===== src/rtl/iomem_debug_master_if.sv =====
// Host byte streams and iomem initiator bus of the debug master.
// master = the bridge block, slave = host/responder side.
interface iomem_debug_master_if;
  logic [7:0]  rx_data;
  logic        rx_valid;
  logic        rx_ready;
  logic [7:0]  tx_data;
  logic        tx_valid;
  logic        tx_ready;
  logic        iomem_valid;
  logic        iomem_ready;
  logic [3:0]  iomem_wstrb;
  logic [31:0] iomem_addr;
  logic [31:0] iomem_wdata;
  logic [31:0] iomem_rdata;

  modport master (
    input  rx_data, rx_valid, tx_ready,
    input  iomem_ready, iomem_rdata,
    output rx_ready, tx_data, tx_valid,
    output iomem_valid, iomem_wstrb,
    output iomem_addr, iomem_wdata
  );

  modport slave (
    output rx_data, rx_valid, tx_ready,
    output iomem_ready, iomem_rdata,
    input  rx_ready, tx_data, tx_valid,
    input  iomem_valid, iomem_wstrb,
    input  iomem_addr, iomem_wdata
  );
endinterface


===== src/rtl/iomem_debug_master.sv =====
// Byte-stream command bridge: decodes host read/write frames into
// single iomem bus transactions and streams the response back.
module iomem_debug_master #(
  parameter int unsigned TIMEOUT = 255
) (
  input  logic                  clk,
  input  logic                  resetn,
  iomem_debug_master_if.master  bus,
  output logic                  busy
);

  typedef enum logic [2:0] {
    IDLE,
    ADDR,
    DATA,
    BUS,
    RESP
  } state_t;

  state_t      state;
  logic        wr;
  logic [1:0]  idx;
  logic [15:0] cnt;
  logic [23:0] sh;
  logic [1:0]  rem;
  logic        rx_fire;
  logic        tx_fire;

  // rx_ready is gated by resetn so it reads 0 throughout reset.
  assign bus.rx_ready = resetn &&
    (state == IDLE || state == ADDR || state == DATA);
  assign busy    = (state != IDLE);
  assign rx_fire = bus.rx_valid && bus.rx_ready;
  assign tx_fire = bus.tx_valid && bus.tx_ready;

  always_ff @(posedge clk or negedge resetn) begin
    if (!resetn) begin
      state           <= IDLE;
      wr              <= 1'b0;
      idx             <= 2'd0;
      cnt             <= 16'd0;
      sh              <= 24'd0;
      rem             <= 2'd0;
      bus.iomem_valid <= 1'b0;
      bus.iomem_wstrb <= 4'h0;
      bus.iomem_addr  <= 32'd0;
      bus.iomem_wdata <= 32'd0;
      bus.tx_valid    <= 1'b0;
      bus.tx_data     <= 8'h00;
    end else begin
      unique case (state)
        IDLE: begin
          if (rx_fire) begin
            if (bus.rx_data == 8'h01 ||
                bus.rx_data == 8'h02) begin
              wr    <= (bus.rx_data == 8'h01);
              idx   <= 2'd0;
              state <= ADDR;
            end else begin
              bus.tx_valid <= 1'b1;
              bus.tx_data  <= 8'hEE;
              rem          <= 2'd0;
              state        <= RESP;
            end
          end
        end
        ADDR: begin
          if (rx_fire) begin
            bus.iomem_addr <= {bus.rx_data,
                               bus.iomem_addr[31:8]};
            idx <= idx + 2'd1;
            if (idx == 2'd3) begin
              if (wr) begin
                state <= DATA;
              end else begin
                state           <= BUS;
                bus.iomem_valid <= 1'b1;
                bus.iomem_wstrb <= 4'h0;
                cnt             <= 16'd0;
              end
            end
          end
        end
        DATA: begin
          if (rx_fire) begin
            bus.iomem_wdata <= {bus.rx_data,
                                bus.iomem_wdata[31:8]};
            idx <= idx + 2'd1;
            if (idx == 2'd3) begin
              state           <= BUS;
              bus.iomem_valid <= 1'b1;
              bus.iomem_wstrb <= 4'hF;
              cnt             <= 16'd0;
            end
          end
        end
        BUS: begin
          // ready takes priority over an expiring timeout
          if (bus.iomem_ready) begin
            bus.iomem_valid <= 1'b0;
            bus.tx_valid    <= 1'b1;
            state           <= RESP;
            if (wr) begin
              bus.tx_data <= 8'hAA;
              rem         <= 2'd0;
            end else begin
              bus.tx_data <= bus.iomem_rdata[7:0];
              sh          <= bus.iomem_rdata[31:8];
              rem         <= 2'd3;
            end
          end else if (cnt == 16'(TIMEOUT - 1)) begin
            bus.iomem_valid <= 1'b0;
            bus.tx_valid    <= 1'b1;
            bus.tx_data     <= 8'hEE;
            rem             <= 2'd0;
            state           <= RESP;
          end else begin
            cnt <= cnt + 16'd1;
          end
        end
        RESP: begin
          if (tx_fire) begin
            if (rem == 2'd0) begin
              bus.tx_valid <= 1'b0;
              state        <= IDLE;
            end else begin
              bus.tx_data <= sh[7:0];
              sh          <= {8'h00, sh[23:8]};
              rem         <= rem - 2'd1;
            end
          end
        end
        default: state <= IDLE;
      endcase
    end
  end

endmodule


===== src/flat_wrapper.sv =====
// flat-port wrapper written by rule: the top's interface ports become plain ports
module iomem_debug_master_flat 
#(
  parameter int unsigned TIMEOUT = 255
)
  (clk, resetn, busy, bus_rx_data, bus_rx_valid, bus_tx_ready, bus_iomem_ready, bus_iomem_rdata, bus_rx_ready, bus_tx_data, bus_tx_valid, bus_iomem_valid, bus_iomem_wstrb, bus_iomem_addr, bus_iomem_wdata);
  iomem_debug_master_if bus_i ();
  input  logic clk;
  input  logic resetn;
  output logic busy;
  input wire logic [$bits(bus_i.rx_data)-1:0] bus_rx_data;
  input wire logic [$bits(bus_i.rx_valid)-1:0] bus_rx_valid;
  input wire logic [$bits(bus_i.tx_ready)-1:0] bus_tx_ready;
  input wire logic [$bits(bus_i.iomem_ready)-1:0] bus_iomem_ready;
  input wire logic [$bits(bus_i.iomem_rdata)-1:0] bus_iomem_rdata;
  output wire logic [$bits(bus_i.rx_ready)-1:0] bus_rx_ready;
  output wire logic [$bits(bus_i.tx_data)-1:0] bus_tx_data;
  output wire logic [$bits(bus_i.tx_valid)-1:0] bus_tx_valid;
  output wire logic [$bits(bus_i.iomem_valid)-1:0] bus_iomem_valid;
  output wire logic [$bits(bus_i.iomem_wstrb)-1:0] bus_iomem_wstrb;
  output wire logic [$bits(bus_i.iomem_addr)-1:0] bus_iomem_addr;
  output wire logic [$bits(bus_i.iomem_wdata)-1:0] bus_iomem_wdata;
  assign bus_i.rx_data = bus_rx_data;
  assign bus_i.rx_valid = bus_rx_valid;
  assign bus_i.tx_ready = bus_tx_ready;
  assign bus_i.iomem_ready = bus_iomem_ready;
  assign bus_i.iomem_rdata = bus_iomem_rdata;
  assign bus_rx_ready = bus_i.rx_ready;
  assign bus_tx_data = bus_i.tx_data;
  assign bus_tx_valid = bus_i.tx_valid;
  assign bus_iomem_valid = bus_i.iomem_valid;
  assign bus_iomem_wstrb = bus_i.iomem_wstrb;
  assign bus_iomem_addr = bus_i.iomem_addr;
  assign bus_iomem_wdata = bus_i.iomem_wdata;
  iomem_debug_master #(.TIMEOUT(TIMEOUT)) u_core (.clk(clk), .resetn(resetn), .bus(bus_i), .busy(busy));
endmodule

===== config.mk =====
export PLATFORM = sky130hd
export DESIGN_NAME = iomem_debug_master_flat
export DESIGN_NICKNAME = d
export VERILOG_FILES = /design/src/rtl/iomem_debug_master_if.sv /design/src/rtl/iomem_debug_master.sv /design/src/flat_wrapper.sv
export SDC_FILE = /design/constraint.sdc
export NUM_CORES = 1
export LEC_CHECK = 0
export CORE_UTILIZATION = 31
export DETAILED_ROUTE_END_ITERATION = 10
export HOLD_SLACK_MARGIN = 0.03
export PLACE_DENSITY_LB_ADDON = 0.15
export REMOVE_ABC_BUFFERS = 1
export SYNTH_ARGS = -nofsm -noshare
export SYNTH_HDL_FRONTEND = slang
export SYNTH_SLANG_ARGS = --single-unit

===== constraint.sdc =====
create_clock -name clk -period 4.6 [get_ports clk]
set_clock_uncertainty 0.05 [all_clocks]
set_input_delay 1.15 -clock clk [delete_from_list [all_inputs] [get_ports clk]]
set_output_delay 1.15 -clock clk [all_outputs]
set_load 0.05 [all_outputs]

; After elaboration in Yosys (flattened, before gate mapping)
; Index checks and enable logic that the tools add are counted.
[classes]
add_sub_neg = 3
n_eq_ne = 25
mux = 66
n_reduce_logical = 26
[ops]
columns = cell, count
row1 = 16-bit 2-to-1 mux, 7
row2 = 24-bit 2-to-1 mux, 4
row3 = 8-bit 2-to-1 mux, 7
row4 = 16-bit one-hot mux with 3 select lines, 1
row5 = 24-bit one-hot mux with 2 select lines, 1
row6 = 3-bit 2-to-1 mux, 10
row7 = 8-bit one-hot mux with 3 select lines, 1
row8 = 2-bit 2-to-1 mux, 10
row9 = 4-bit 2-to-1 mux, 5
row10 = "2-bit != test, second input constant", 10
row11 = 6-bit AND reduction, 3
row12 = "16-bit by 1-bit adder with 16-bit output, second input constant", 1
row13 = "16-bit by 8-bit equality test with 1-bit output, second input constant", 1
row14 = 8-bit AND reduction, 2
row15 = 3-bit one-hot mux with 5 select lines, 1
row16 = 1-bit 2-to-1 mux, 14
row17 = "2-bit by 1-bit != test with 1-bit output, second input constant", 6
row18 = 3-bit nonzero test, 3
row19 = "8-bit by 1-bit equality test with 1-bit output, second input constant", 1
row20 = "8-bit by 2-bit equality test with 1-bit output, second input constant", 1
row21 = 4-bit one-hot mux with 2 select lines, 1
row22 = 7-bit AND reduction, 1
row23 = "3-bit by 2-bit equality test with 1-bit output, second input constant", 2
row24 = 1-bit one-hot mux with 3 select lines, 2
row25 = 18 further kinds, 25
[word_totals]
register_bits = 126
input_bits = 45
output_inout_bits = 80
elab_cells = 132

; Longest topological paths before layout
; Gate-level depths: netlist of the first run.
[depth]
word_depth = 7
depth_mapped = 9
depth_no_buf = 7

; Worst setup path after synthesis of the first run
; Ideal clock, no wire load.
[synth_timing]
path_type = input to register
startpoint = input bus_rx_valid
endpoint = register u_core.bus.iomem_wdata[24]
setup_time_ps = 125
arrival_time_ps = 2597
required_ps = 4425
path_slack_ps = 1828
cell_stages = 7
n_path_buf = 3
path_cell_list = and2_1 -> clkbuf_1 -> nand2b_1 -> nor2b_1 -> clkbuf_1 -> buf_1 -> mux2_2
[synth_between]
elab_chain_cells = 2
[synth_rtl]
columns = element, line_no
row1 = start: declaration, flat_wrapper.sv:12  ; input wire logic [$bits(bus_i.rx_valid)-1:0] bus_rx_valid;
row2 = 1-bit logical AND, iomem_debug_master.sv:33  ; assign rx_fire = bus.rx_valid && bus.rx_ready;
row3 = 2-bit AND reduction (no source line), --
row4 = end signal: assignment, iomem_debug_master.sv:86  ; bus.iomem_wdata <= {bus.rx_data,
row5 = end: declaration, iomem_debug_master_if.sv:22  ; output iomem_addr, iomem_wdata
; No other way between the ends.
; A chain may end at the register's enable or synchronous reset.

; Final worst setup path of the first run
[layout_timing]
startpoint = register u_core.state[1]
endpoint = output bus_rx_ready
[layout_between]
elab_chain_cells = 4
word_cells_on_any_way = 6
cone_classes = eq/ne: 2 / reduce/logical: 4
[layout_rtl]
columns = element, line_no
row1 = start: declaration, iomem_debug_master.sv:20  ; state_t state;
row2 = start signal: assignment, iomem_debug_master.sv:38  ; state <= IDLE;
row3 = start signal: assignment, iomem_debug_master.sv:58  ; state <= ADDR;
row4 = start signal: assignment, iomem_debug_master.sv:63  ; state <= RESP;
row5 = 3-bit by 1-bit equality test with 1-bit output or 3-bit zero test (tied branches), iomem_debug_master.sv:31  ; (state == IDLE || state == ADDR || state == DATA);
row6 = 1-bit logical OR, iomem_debug_master.sv:31
row7 = 1-bit logical OR (*), iomem_debug_master.sv:31
row8 = 1-bit logical AND (*), iomem_debug_master.sv:30  ; assign bus.rx_ready = resetn &&
row9 = end: declaration, flat_wrapper.sv:16  ; output wire logic [$bits(bus_i.rx_ready)-1:0] bus_rx_ready;
; Every way passes the cells marked *; elsewhere a longest branch is shown, timed or not.

==> flow_summary.rst, run 1 <==
.. list-table::
   :header-rows: 1

   * - Metric
     - Value
   * - Run status
     - finished clean
   * - Placement row count
     - 48
   * - Netlist cell types
     - 52
   * - Routability congestion estimate from global placement
     - 0.804
   * - Number of optimization iterations in the first detailed-route pass
     - 4
   * - Period Utilization, post-route
     - 0.781
   * - Yosys reg bits
     - 123
   * - H-tree lvl count
     - 4
   * - Leakage power of the design
     - 0.00340 uW
   * - Number of failing setup endpoints in the final timing report
     - 0
   * - Setup WS pre-CTS
     - 0.963 ns
   * - Fraction of final layout cells sized beyond drive strength 1
     - 0.187
   * - Cell-by-cell trace of the critical path
     - a21oi_1, and2_1, clkdlybuf4s50_1
   * - Remaining global-route overflow
     - 0
   * - Highest Clock Rate
     - 0.278 GHz
   * - Slowest cell on the critical path
     - clkdlybuf4s50_1
   * - TritonCTS clock tree
     - yes
   * - Slew Limit Headroom
     - 0.328
   * - Detailed Place HPWL
     - 9430 um
   * - Detail-routed net length per standard cell
     - 15.9 um
   * - Global-route total usage across every layer
     - 0.153
   * - Type of the most critical hold path
     - flip-flop to flip-flop
   * - Number of warnings issued by yosys
     - 0
   * - Number of buffers inserted for hold repair after clock tree synthesis
     - 0
   * - Post-cts gate resize count
     - 0
   * - Portion of the post-synthesis area used by sequential elements
     - 0.546
   * - Number of pins with negative max-slew slack in the final report
     - 0
   * - Via count
     - 4156
   * - Total CTS buffers
     - 17
   * - Final worst path period need
     - 3.59 ns
   * - Final WS setup
     - 1.01 ns
   * - Layout Area Growth over Synthesis
     - 35.7%
   * - Worst skew pair latency
     - 0.41 ns
   * - Unrepaired setup endpoints after global routing
     - false
   * - Gate Count Post-Synth
     - 497
   * - Number of clock sinks
     - 123
   * - Synthesized area
     - 5630 um^2
   * - Number of violations of the max-capacitance limit
     - 0
   * - Antenna violations before repair
     - 0
   * - Vias per cell
     - 4.88
   * - Transition at the pin with the smallest max-transition slack
     - 1.01 ns
   * - Number of global-route vias before repair
     - 4200
   * - Setup_tns
     - 0 ns
   * - Switching part of the total
     - 0.236
   * - Reported net switching power
     - 601 uW
   * - Number of top-level design ports
     - 125
   * - Top FF cell, synth
     - dfrtp_1
   * - Number of setup buffers added after CTS
     - 0
   * - Die Outline Area
     - 18700 um^2
   * - Detailed-route wire length
     - 13500 um
   * - Pwr per Cell Area
     - 333 nW/um^2
   * - Initial drt markers
     - 194
   * - Final worst hold slack
     - 0.430 ns
   * - Worst voltage drop across the vdd grid
     - 0.264 mV
   * - Number of remaining DRC errors
     - 0
   * - Antenna-violating nets left
     - 0
   * - Maximum fanout count along the critical path
     - 18
   * - Crit path arrival time
     - 2.39 ns
   * - Hold Fails Final Rpt
     - 0
   * - Quantity of I/O buffers inserted on ports
     - 124
   * - Clock Power Share
     - 0.525
   * - Diodes inserted
     - 0
   * - Slowest stage delay, CP
     - 0.82 ns
   * - Endpoint required time on the critical path
     - 3.40 ns
   * - Max Root-Sink Buffers
     - 2
   * - Filler cells
     - 1688
   * - # nets final
     - 662
   * - Power share of the combinational group
     - 0.045
   * - CP Capture Type
     - output pin
   * - Post-synthesis area per instance
     - 11.3 um^2
   * - Pin count of the biggest net entering global routing
     - 63
   * - EDFF count, synth
     - 0
   * - CTS root buffer
     - clkbuf_16
   * - Category of the most critical setup path
     - flip-flop to output pin
   * - Standard cell core area
     - 17500 um^2
   * - Reg power frac
     - 0.429
   * - Clock input transition at the sequential cells of the worst setup and hold paths
     - 0.06 ns
   * - Die Width
     - 137 um
   * - Startpoint type of the worst setup path
     - flip-flop
   * - Die Y
     - 137 um
   * - Proportion of synthesized flip-flops having asynchronous set or reset
     - 1.00
   * - Wire length of the first global-routing pass
     - 21800 um
   * - Cell internal power dissipation
     - 1950 uW
   * - Initial core utilization
     - 0.321
==> sequential cells by signal, indices dropped and copies added, names as in the netlist <==
signal and count:
u_core.sh 24, u_core.bus.tx_valid 1, u_core.bus.iomem_addr 32, u_core.bus.iomem_wdata 32, u_core.bus.iomem_wstrb 1, u_core.bus.tx_data 8, u_core.state 3, u_core.idx 2
u_core.wr 1, u_core.cnt 16, u_core.bus.iomem_valid 1, u_core.rem 2
==> path summary, 6_finish.rpt <==
kind                                      start                     to  slack, ns  cells past startpoint
worst max-delay path            u_core.state[1]           bus_rx_ready       1.01                      3
worst min-delay path              u_core.sh[11]          u_core.sh[11]       0.43                      2
worst max register to register  u_core.state[1]  u_core.bus.tx_data[6]       2.10                      3
worst min register to register    u_core.sh[11]          u_core.sh[11]       0.43                      2
max in group asynchronous                resetn         u_core.cnt[13]       2.25                      3
min in group asynchronous                resetn          u_core.sh[10]       0.91                      2
==> metrics by stage <==
step / total power (uW) / util / instance area, um^2 / cells
floorplan: 1150 / - / 5480 / 465
global placement: 1230 / 0.402 / 7060 / 819
detailed placement: 1230 / 0.402 / 7060 / 819
CTS: 2580 / 0.436 / 7650 / 851
global route: 2640 / 0.436 / 7650 / 851
finish: 2550 / 0.436 / 7650 / 851
==> logic make-up (layout without fill, tap and decap cells) <==
logic type / Yosys count / count (layout) / share of synthesized area
buffers and inverters: 49 / 178 / 0.0382
XOR/XNOR: 2 / 2 / 0.00311
multiplexers: 89 / 89 / 0.173
AND/OR/NAND/NOR: 128 / 128 / 0.114
AO/OA/AOI/OAI: 102 / 102 / 0.116
adder cells (fa/ha/maj): 4 / 4 / 0.00888
flip-flops: 123 / 123 / 0.546
==> metal layers <==
metal / vias up / wire (um) / part of all wire / global-route usage
met5: - / 0 / 0 / 0
met4: 0 / 213 / 0.016 / 0.0604
met2: 99 / 6350 / 0.47 / 0.236
met3: 16 / 705 / 0.052 / 0.0511
met1: 2027 / 6270 / 0.46 / 0.198
li1: 2014 / - / - / -
==> critical path: cells and delay by family, from the launching register on <==
family	cells	cell delay [ns]
AO/OA/AOI/OAI	1	0.36
buffers and inverters	1	0.82
flip-flops	1	0.57
AND/OR/NAND/NOR	1	0.23
==> cells in the mapped netlist (2+ instances only) <==
master / number / area share
a21oi_1: 19 / 0.017
a22o_1: 2 / 0.0031
a22oi_1: 2 / 0.0027
a2bb2oi_1: 2 / 0.0031
a31oi_1: 12 / 0.013
and2_1: 4 / 0.0044
and3_1: 2 / 0.0022
and3b_1: 3 / 0.0047
buf_1: 3 / 0.0020
buf_2: 10 / 0.0089
buf_4: 3 / 0.0040
clkbuf_1: 15 / 0.010
dfrtp_1: 123 / 0.55
ha_1: 4 / 0.0089
inv_1: 17 / 0.011
mux2_2: 69 / 0.14
mux2i_1: 20 / 0.036
nand2_1: 63 / 0.042
nand2b_1: 3 / 0.0033
nand3_1: 10 / 0.0089
nand3b_1: 2 / 0.0027
nand4_1: 4 / 0.0044
nand4b_1: 2 / 0.0031
nor2_1: 12 / 0.0080
nor2b_1: 4 / 0.0044
nor3_1: 5 / 0.0044
nor3b_1: 2 / 0.0027
nor4_1: 3 / 0.0033
o211ai_1: 8 / 0.011
o21ai_0: 38 / 0.034
o22ai_1: 7 / 0.0078
or4_1: 3 / 0.0040
xor2_1: 2 / 0.0031
==> cell type report <==
type	count	area, um^2	share of cell area
flip-flops and latches	123	3080	0.402
multi-input cells	325	2360	0.308
repair buffers	129	1280	0.167
clock buffers	17	425	0.0556
well taps	225	282	0.0368
clock inverters	15	164	0.0214
inverters	17	63.8	0.00834
==> placed cells by master, fill, tap and decap left out, types with 4 or more instances in the layout <==
| master | instances |
|---|---|
| a31oi_1 | 12 |
| nor2_1 | 12 |
| nand2_1 | 63 |
| clkbuf_16 | 17 |
| clkdlybuf4s50_1 | 123 |
| o22ai_1 | 7 |
| inv_1 | 17 |
| o211ai_1 | 8 |
| a21oi_1 | 19 |
| buf_4 | 6 |
| dfrtp_1 | 123 |
| inv_6 | 5 |
| mux2i_1 | 20 |
| nand3_1 | 10 |
| clkinvlp_4 | 4 |
| mux2_2 | 69 |
| and2_1 | 4 |
| o21ai_0 | 38 |
| ha_1 | 4 |
| nor3_1 | 4 |
| nand4_1 | 4 |
==> power by group through the flow <==
| stage | Clock [uW] | Combinational [uW] | Sequential, uW |
|---|---|---|---|
| detailed placement | 0 | 118 | 1110 |
| finish | 1340 | 115 | 1090 |
| floorplan | 0 | 15.3 | 1130 |
| global placement | 0 | 117 | 1110 |
| global route | 1420 | 126 | 1090 |
| CTS | 1370 | 119 | 1090 |
Power figures use the tool's default switching activity.
==> inputs of run 2 (changes only) <==
==> constraint.sdc (replaced) <==
create_clock -name clk -period 3.2 [get_ports clk]
set_clock_uncertainty 0.05 [all_clocks]
set_input_delay 0.8 -clock clk [delete_from_list [all_inputs] [get_ports clk]]
set_output_delay 0.8 -clock clk [all_outputs]
set_load 0.05 [all_outputs]
==> run 2 against run 1 <==
Against the previous run: wire length is 0.54% lower; highest routed layer unchanged; via count is 1.4% higher; first-iteration DRC count is 17% higher; die area stayed put; non-clock buffer count is 12 higher; final cell count is 1.4% higher; worst setup slack worse by 0.76 ns; global-route usage is 0.34 points higher.
==> flow_summary.rst, run 2 (synthesis results as in run 1) <==
.. list-table::
   :header-rows: 1

   * - Metric
     - Value
   * - Run status
     - finished clean
   * - Number of optimization iterations in the first detailed-route pass
     - 4
   * - Total area of sequential cells
     - 3080 um^2
   * - Via count
     - 4213
   * - CP Capture Type
     - output pin
   * - Period Utilization, post-route
     - 0.924
   * - Total CTS buffers
     - 17
   * - Maximum fanout count along the critical path
     - 14
   * - Number of setup buffers added after CTS
     - 0
   * - Hold Fails Final Rpt
     - 0
   * - Number of violations of the max-capacitance limit
     - 0
   * - Vias per cell
     - 4.88
   * - Number of top-level design ports
     - 125
   * - Clock input transition at the sequential cells of the worst setup and hold paths
     - 0.06 ns
   * - Antenna violations before repair
     - 0
   * - Slew Limit Headroom
     - 0.331
   * - Placement row count
     - 48
   * - Detailed Place HPWL
     - 9430 um
   * - R2R Setup Slk
     - 0.66 ns
   * - Pin count of the biggest net entering global routing
     - 69
   * - Utilization after layout
     - 0.445
   * - Highest Clock Rate
     - 0.338 GHz
   * - Detail-routed net length per standard cell
     - 15.6 um
   * - Remaining global-route overflow
     - 0
   * - Slowest cell on the critical path
     - clkdlybuf4s50_1
   * - Number of buffers inserted for hold repair after clock tree synthesis
     - 0
   * - Category of the most critical setup path
     - flip-flop to output pin
   * - Worst voltage drop across the vdd grid
     - 0.335 mV
   * - Filler cells
     - 1653
   * - Fraction of final layout cells sized beyond drive strength 1
     - 0.204
   * - Number of failing setup endpoints in the final timing report
     - 0
   * - Die Y
     - 137 um
   * - Cell count after placement
     - 831
   * - Number of pins with negative max-slew slack in the final report
     - 0
   * - Startpoint type of the worst setup path
     - flip-flop
   * - Area of the multi-input gates
     - 2360 um^2
   * - Worst skew pair latency
     - 0.42 ns
   * - Slowest stage delay, CP
     - 0.75 ns
   * - TritonCTS clock tree
     - yes
   * - Final worst path period need
     - 2.96 ns
   * - Diodes inserted
     - 0
   * - Transition at the pin with the smallest max-transition slack
     - 1.00 ns
   * - Global-route total usage across every layer
     - 0.157
   * - Most common cell after layout, fill and taps aside
     - dfrtp_1
   * - Most frequent cells in the layout
     - dfrtp_1, clkdlybuf4s50_1, mux2_2
   * - Leakage power of the design
     - 0.00350 uW
   * - Initial drt markers
     - 227
   * - Antenna-violating nets left
     - 0
   * - Type of the most critical hold path
     - flip-flop to flip-flop
   * - Die Width
     - 137 um
   * - Wire length of the first global-routing pass
     - 22400 um
   * - Cell-by-cell trace of the critical path
     - nor3_1, inv_1, clkdlybuf4s50_1
   * - Detailed-route wire length
     - 13500 um
   * - H-tree lvl count
     - 4
   * - Final worst hold slack
     - 0.427 ns
   * - Unrepaired setup endpoints after global routing
     - false
   * - # nets final
     - 674
   * - Post-cts gate resize count
     - 0
   * - Post-layout total power
     - 3780 uW
   * - Endpoint required time on the critical path
     - 2.35 ns
   * - Standard cell core area
     - 17500 um^2
   * - Layout Area Growth over Synthesis
     - 38.7%
   * - Number of clock sinks
     - 123
   * - Crit path arrival time
     - 2.11 ns
   * - Pwr per Cell Area
     - 483 nW/um^2
   * - Registers with the most flip-flops
     - u_core.bus.iomem_addr: 32 flops, u_core.bus.iomem_wdata: 32 flops, u_core.sh: 24 flops
   * - Post-Layout Cell Count
     - 863
   * - Number of remaining DRC errors
     - 0
   * - Routability congestion estimate from global placement
     - 0.852
   * - Max Root-Sink Buffers
     - 2
   * - Number of global-route vias before repair
     - 4350
   * - Die Outline Area
     - 18700 um^2
   * - Quantity of I/O buffers inserted on ports
     - 124
   * - CTS root buffer
     - clkbuf_16
   * - Initial core utilization
     - 0.321
## run 2: changes by cell type in the layout (fill, tap and decap cells not counted), sizes merged
cell and delta:
buf +13, clkdlybuf4s50 -1, bufinv +1, inv +2, clkinvlp -3
## run 2: final cells by class
cell class	instances	share of cell area
Clock inverter	15	0.0261
Inverter	17	0.00817
Tap cell	225	0.0360
Clock buffer	17	0.0545
Sequential cell	123	0.394
Timing Repair Buffer	141	0.179
Multi-Input combinational cell	325	0.302
## run 2: worst paths after layout
check / from / to / depth (start not counted)
max reg2reg: u_core.cnt[0] / u_core.state[0] / 7
max: u_core.state[2] / busy / 3
max in group asynchronous: resetn / u_core.cnt[13] / 3
min in group asynchronous: resetn / u_core.bus.iomem_addr[29] / 2
min reg2reg: u_core.sh[19] / u_core.sh[19] / 2
min: u_core.sh[19] / u_core.sh[19] / 2
## run 2: worst max-delay path: cells and delay by family (launching register included)
family | cells | cell delay, ns
and+or+nand+nor | 1 | 0.32
DFF | 1 | 0.51
buffers and inverters | 2 | 0.87
## run 2: where the power goes
part	switching [uW]	total (uW)	leakage (uW)	internal [uW]
clock	776	2030	0.000307	1260
sequential	7.26	1570	0.00166	1560
combinational	93.0	170	0.00153	77.3
## run 2: through the flow
step           area (um^2)  setup WS [ns]  setup TNS, ns
2_1_floorplan         5480          -1.34         -61.17
3_3_place_gp          7180          0.184              0
3_5_place_dp          7180          0.156              0
4_1_cts               7810          0.214              0
5_1_grt               7810         0.0612              0
6_report              7810          0.242              0
## run 2: metal layers
layer  vias up  track usage  routed length (um)
met1      2067        0.202                6220
met2        96        0.241                6350
li1       2036            -                   -
met4         0       0.0714                 204
met5         -            0                   0
met3        14       0.0463                 684
